[src/rtl/frame_pkg.sv]
// Shared frame packing definitions: lane count, count width, FSM states and
// the lane slice position used by both the packer and the reduction stage.
package frame_pkg;

  typedef enum logic {
    FILLING = 1'b0,
    PENDING = 1'b1
  } fill_state_e;

  typedef enum logic {
    EMPTY = 1'b0,
    HOLD  = 1'b1
  } out_state_e;

  localparam int DEFAULT_SIZE = 2;

  function automatic int lanes(input int size);
    return 1 << size;
  endfunction

  function automatic int count_w(input int size);
    return size + 1;
  endfunction

  localparam int COUNT_W = count_w(DEFAULT_SIZE);

  // Lane i occupies [width*(i+1)-1 : width*i]; use as vec[lane_lsb(i, w) +: w].
  function automatic int lane_lsb(input int lane, input int width);
    return lane * width;
  endfunction

endpackage

[src/rtl/frame_packer.sv]
// Packs a serial sample stream into zero-padded frames of 2**SIZE lanes,
// with a fill register backing an output register so input can keep flowing.
//
// state       | meaning
// FILLING     | accepting samples into the fill register
// PENDING     | fill register holds a complete frame waiting for the output
// EMPTY       | output register free
// HOLD        | output register presents a frame (out_valid)
module frame_packer
  import frame_pkg::*;
#(
  parameter int WIDTH = 8,
  parameter int SIZE  = 2
) (
  input  logic                                 clk,
  input  logic                                 rst_n,
  input  logic [WIDTH-1:0]                     in_data,
  input  logic                                 in_valid,
  input  logic                                 in_last,
  output logic                                 in_ready,
  output logic [lanes(SIZE)*WIDTH-1:0]         out_data,
  output logic [count_w(SIZE)-1:0]             out_count,
  output logic                                 out_valid,
  input  logic                                 out_ready
);

  localparam int LANES = lanes(SIZE);
  localparam int CNT_W = count_w(SIZE);
  localparam int FW    = LANES * WIDTH;
  localparam logic [SIZE-1:0] LAST_LANE = SIZE'(LANES - 1);

  fill_state_e       fill_state_q, fill_state_d;
  out_state_e        out_state_q, out_state_d;
  logic [SIZE-1:0]   ptr_q, ptr_d;
  logic [FW-1:0]     fill_q, fill_d;
  logic [CNT_W-1:0]  pend_count_q, pend_count_d;
  logic [FW-1:0]     out_data_q, out_data_d;
  logic [CNT_W-1:0]  out_count_q, out_count_d;

  logic              accept;
  logic              complete;
  logic              out_free;
  logic [FW-1:0]     frame_c;
  logic [CNT_W-1:0]  count_c;

  always_ff @(posedge clk or negedge rst_n) begin
    if (!rst_n) begin
      fill_state_q <= FILLING;
      out_state_q  <= EMPTY;
      ptr_q        <= '0;
      fill_q       <= '0;
      pend_count_q <= '0;
      out_data_q   <= '0;
      out_count_q  <= '0;
    end else begin
      fill_state_q <= fill_state_d;
      out_state_q  <= out_state_d;
      ptr_q        <= ptr_d;
      fill_q       <= fill_d;
      pend_count_q <= pend_count_d;
      out_data_q   <= out_data_d;
      out_count_q  <= out_count_d;
    end
  end

  // Completed frame as it would look with the current sample in lane ptr_q:
  // earlier lanes from the fill register, later lanes zero.
  always_comb begin
    frame_c = '0;
    for (int i = 0; i < LANES; i++) begin
      if (SIZE'(i) < ptr_q) begin
        frame_c[lane_lsb(i, WIDTH) +: WIDTH] = fill_q[lane_lsb(i, WIDTH) +: WIDTH];
      end else if (SIZE'(i) == ptr_q) begin
        frame_c[lane_lsb(i, WIDTH) +: WIDTH] = in_data;
      end
    end
    count_c = CNT_W'(ptr_q) + CNT_W'(1);
  end

  always_comb begin
    fill_state_d = fill_state_q;
    out_state_d  = out_state_q;
    ptr_d        = ptr_q;
    fill_d       = fill_q;
    pend_count_d = pend_count_q;
    out_data_d   = out_data_q;
    out_count_d  = out_count_q;

    accept   = in_valid && in_ready;
    complete = accept && (in_last || (ptr_q == LAST_LANE));
    out_free = (out_state_q == EMPTY) || out_ready;

    if ((out_state_q == HOLD) && out_ready) begin
      out_state_d = EMPTY;
    end

    if (fill_state_q == PENDING) begin
      if (out_free) begin
        out_data_d   = fill_q;
        out_count_d  = pend_count_q;
        out_state_d  = HOLD;
        fill_state_d = FILLING;
        ptr_d        = '0;
      end
    end else if (complete) begin
      ptr_d = '0;
      if (out_free) begin
        out_data_d  = frame_c;
        out_count_d = count_c;
        out_state_d = HOLD;
      end else begin
        fill_d       = frame_c;
        pend_count_d = count_c;
        fill_state_d = PENDING;
      end
    end else if (accept) begin
      for (int i = 0; i < LANES; i++) begin
        if (SIZE'(i) == ptr_q) begin
          fill_d[lane_lsb(i, WIDTH) +: WIDTH] = in_data;
        end
      end
      ptr_d = ptr_q + SIZE'(1);
    end
  end

  always_comb begin
    in_ready  = (fill_state_q == FILLING);
    out_valid = (out_state_q == HOLD);
    out_data  = out_data_q;
    out_count = out_count_q;
  end

endmodule
[config.mk]
export PLATFORM = sky130hd
export DESIGN_NAME = frame_packer
export DESIGN_NICKNAME = d
export VERILOG_FILES = /design/src/rtl/frame_pkg.sv /design/src/rtl/frame_packer.sv
export SDC_FILE = /design/constraint.sdc
export NUM_CORES = 1
export LEC_CHECK = 0
export BUFFER_PORTS_ARGS = -buffer_cell sky130_fd_sc_hd__buf_2
export CORE_ASPECT_RATIO = 0.8
export CORE_UTILIZATION = 35
export CTS_CLUSTER_DIAMETER = 50
export DETAILED_ROUTE_END_ITERATION = 6
export GPL_ROUTABILITY_DRIVEN = 0
export GPL_TIMING_DRIVEN = 1
export PLACE_DENSITY = 0.67
export SLEW_MARGIN = 20
export SYNTH_ARGS = -nofsm -noshare
export SYNTH_HDL_FRONTEND = slang
export SYNTH_SLANG_ARGS = --single-unit
[constraint.sdc]
create_clock -name clk -period 2 [get_ports clk]
set_input_delay 0.4 -clock clk [delete_from_list [all_inputs] [get_ports clk]]
set_output_delay 0.4 -clock clk [all_outputs]
set_load 0.05 [all_outputs]
==> Flow_metrics.wiki <==
{| class="wikitable"
! Metric !! Value
|-
| Final setup violating endpoints || 0
|-
| Result of the run || finished clean
|-
| Layout overhead on the synthesized area || 19.0%
|-
| Die outline width || 119 um
|-
| Leading cell types by count after synthesis || 74 x sky130_fd_sc_hd__dfrtp_1, 65 x sky130_fd_sc_hd__o21ai_0, 55 x sky130_fd_sc_hd__mux2_2
|-
| Global-route congestion overflow total || 0
|-
| Area fraction in and, or, nand and nor cells after synthesis || 12.1%
|-
| Post-route setup TNS || 0 ns
|-
| Portion of netlist area occupied by mux cells || 16.9%
|-
| Biggest cell delay along the critical path || 0.47 ns
|-
| Via count of the first global-routing pass || 2820
|-
| Most frequently used flop master after synthesis || sky130_fd_sc_hd__dfrtp_1
|-
| Final WL || 8.92 mm
|-
| CTS clock-pin slew for the worst setup and hold paths || 0.06 ns
|-
| Worst clock skew || 0.00366 ns
|-
| Number of warnings issued by yosys || 0
|-
| Measured slew at the worst slew-check pin || 0.792 ns
|-
| Number of inserted diodes || 0
|-
| DRT iter0 DRCs || 153
|-
| DIE AREA || 11300 um2
|-
| Filler cell count || 983
|-
| Number of hold-slack violations in the final timing report || 0
|-
| CORE AREA || 10400 um2
|-
| Non-Filler Instances || 544
|-
| Wire length of the first global-routing pass || 14.5 mm
|-
| Main combinational cell family by area after synthesis || multiplexers
|-
| Total power draw || 6010 uW
|-
| Bufs on Longest Clock Path || 2
|-
| Post-synth top area cell || sky130_fd_sc_hd__dfrtp_1
|-
| Sequential share of the synthesized area || 48.7%
|-
| Starting density of the core || 36.6%
|-
| CTS tree || built
|-
| Setup Crit Path Kind || flip-flop to flip-flop
|-
| Placed wire-length estimate after detailed placement || 5.87 mm
|-
| Layout cells sized above 1 || 35.9%
|-
| Count of flip-flops with a built-in enable after synthesis || 0
|-
| Kind of cell adding the most delay to the critical path || compound AO/OA/AOI/OAI gates
|-
| Peak Freq || 525 MHz
|-
| List of cells traversed by the critical path || buf_4 -> and2b_1 -> o211ai_1 -> a221o_1
|-
| Remaining number of nets flagged by the antenna check after routing || 0
|-
| Post-Synthesis Net Count || 368
|-
| Number of DRC violations after detailed routing || 0
|-
| Post-route clock period utilization || 95.3%
|-
| Clock root cell || sky130_fd_sc_hd__clkbuf_16
|-
| Area fraction in compound gates after synthesis || 14.7%
|-
| Routed WL per cell || 16.4 um
|-
| Number of instances in the placed design || 527
|-
| H-tree levels || 3
|-
| Average via count per standard cell || 5.22
|-
| Setup crit end kind || flip-flop
|-
| Number of buffers added by the clock tree synthesis step || 9
|-
| Row cnt || 33
|-
| Number of library cell types mapped by synthesis || 33
|-
| Final slew viol count || 0
|-
| Overall Global Routing Usage || 16.9%
|-
| Number of antenna violations at the first check in global routing || 0
|-
| Slowest stage cell, crit path || sky130_fd_sc_hd__a221o_1
|-
| Reported max-cap violation count || 0
|-
| Synth Area in Adders || 1.64%
|-
| Number of primary I/O pins || 50
|-
| Relative slew margins || 47.0%
|-
| Mean instance size in the synthesized netlist || 10.9 um2
|-
| Worst path arrival time || 2.12 ns
|-
| Power per Cell Area || 1330 nW/um2
|-
| PortBufs || 49
|-
| Netlist area before placement || 3800 um2
|-
| IR Drop Worst-Case VDD || 0.796 mV
|-
| Number of buffer and inverter stages on the critical path || 1
|-
| Cell types occupying the most area after synthesis || sky130_fd_sc_hd__dfrtp_1 49%, sky130_fd_sc_hd__mux2_2 16%, sky130_fd_sc_hd__o21ai_0 8.6%
|-
| XOR/XNOR Fraction of Synth Area || 0%
|-
| Required time of the critical path || 2.21 ns
|-
| CP Launch Type || flip-flop
|-
| Reported leakage power || 0.00212 uW
|-
| Die extent in y || 95.2 um
|-
| Synthesized netlist cell count || 350
|-
| Worst hold-check slack || 0.426 ns
|-
| RSZ-0062 raised after global routing || no
|-
| Area fraction of the dominant cell type after synthesis || 48.7%
|-
| Clock latency at the later pin of the worst-skew pair || 0.33 ns
|-
| Routed via count || 2839
|-
| Number of nets in the layout || 417
|-
| Most numerous cell in the Yosys netlist || sky130_fd_sc_hd__dfrtp_1
|-
| Largest net degree at the start of global routing || 67
|-
| Number of detailed-routing iterations run before antenna repair || 4
|-
| Flops & latches, synth || 74
|-
| Class of the most critical hold timing path || input pin to flip-flop
|-
| Final worst path period need || 1.91 ns
|-
| Clock Sinks || 74
|-
| Max Fanout on Critical Path || 11
|-
| Post-synth ARST share || 100%
|}
## metal layers
| layer | up-vias | wire length, um | track usage (%) |
|---|---|---|---|
| met5 | - | 0 | 0 |
| met4 | 0 | 110 | 6.65 |
| met3 | 12 | 492 | 4.37 |
| met2 | 90 | 4070 | 26.0 |
| met1 | 1386 | 4250 | 23.0 |
| li1 | 1351 | - | - |
## layout make-up
cell class / count / area, um2 / share of cell area, %
clock inverter: 7 / 118 / 2.60
clock buffer: 9 / 225 / 4.98
sequential: 74 / 1850 / 40.9
timing repair buffer: 63 / 378 / 8.35
multi-input combinational: 240 / 1740 / 38.4
tap: 140 / 175 / 3.87
inverter: 11 / 41.3 / 0.912
## sequential cells by signal, summed over array words and instances, names as in the netlist
name,cells
out_count,3
pend_count_q,3
out_valid,1
fill_state_q,1
ptr_q,2
out_data,32
fill_q,32
## worst paths after layout
path	start	to	slack, ns	cells past startpoint
worst min-delay path	in_data[1]	fill_q[25]	0.43	3
worst min register to register	out_data[27]	out_data[27]	0.48	1
worst max register to register	fill_state_q	fill_q[9]	0.09	4
max in group asynchronous	rst_n	out_data[4]	0.95	3
min in group asynchronous	rst_n	out_data[15]	0.45	2
worst max-delay path	fill_state_q	fill_q[9]	0.09	4
## worst min-delay path, stage by stage
cell                      delay (ns)
sky130_fd_sc_hd__buf_2          0.16
sky130_fd_sc_hd__nand3_1        0.07
sky130_fd_sc_hd__o21ai_0        0.08
## stage by stage
step | util, % | cell area, um2 | worst slack (ns)
finish | 43.5 | 4530 | 0.0946
global route | 43.5 | 4530 | 0.0427
CTS | 43.4 | 4510 | 0.0838
detailed placement | 40.0 | 4160 | 0.0942
global placement | 40.0 | 4160 | 0.107
floorplan | - | 3810 | 0.0526
## cell families after synthesis
logic type | Yosys count
adders and majority gates | 5
AOI/OAI and AO/OA | 89
buffers and inverters | 36
muxes | 57
DFF | 74
and+or+nand+nor | 89
## cells in the final DEF (no fill, tap or decap), types with 2 or more instances in the layout
| cell | n |
|---|---|
| sky130_fd_sc_hd__clkbuf_16 | 9 |
| sky130_fd_sc_hd__clkinv_4 | 2 |
| sky130_fd_sc_hd__bufinv_16 | 3 |
| sky130_fd_sc_hd__and3_1 | 15 |
| sky130_fd_sc_hd__and2b_1 | 2 |
| sky130_fd_sc_hd__or2_2 | 2 |
| sky130_fd_sc_hd__clkinv_2 | 2 |
| sky130_fd_sc_hd__nand2_1 | 50 |
| sky130_fd_sc_hd__o21ai_0 | 65 |
| sky130_fd_sc_hd__mux2_2 | 55 |
| sky130_fd_sc_hd__mux2_1 | 2 |
| sky130_fd_sc_hd__or3_1 | 2 |
| sky130_fd_sc_hd__a221o_1 | 16 |
| sky130_fd_sc_hd__dfrtp_1 | 74 |
| sky130_fd_sc_hd__inv_1 | 11 |
| sky130_fd_sc_hd__buf_4 | 11 |
| sky130_fd_sc_hd__a21oi_1 | 2 |
| sky130_fd_sc_hd__buf_2 | 49 |
| sky130_fd_sc_hd__o211ai_2 | 2 |
| sky130_fd_sc_hd__buf_12 | 2 |
| sky130_fd_sc_hd__ha_1 | 4 |
| sky130_fd_sc_hd__nand3_1 | 8 |
## power by group
part           switching, uW  internal [uW]  total, uW
clock                    612           1220       1830
combinational           1320            693       2010
sequential               243           1920       2170
## what timing repair did
item,in CTS,in global routing
hold buffers,1,0
endpoints found under the hold margin,8,0
setup endpoints to repair,0,14
resized for setup,0,3
buffers inserted,0,0
Note: power is estimated with default switching activity, not from simulation.
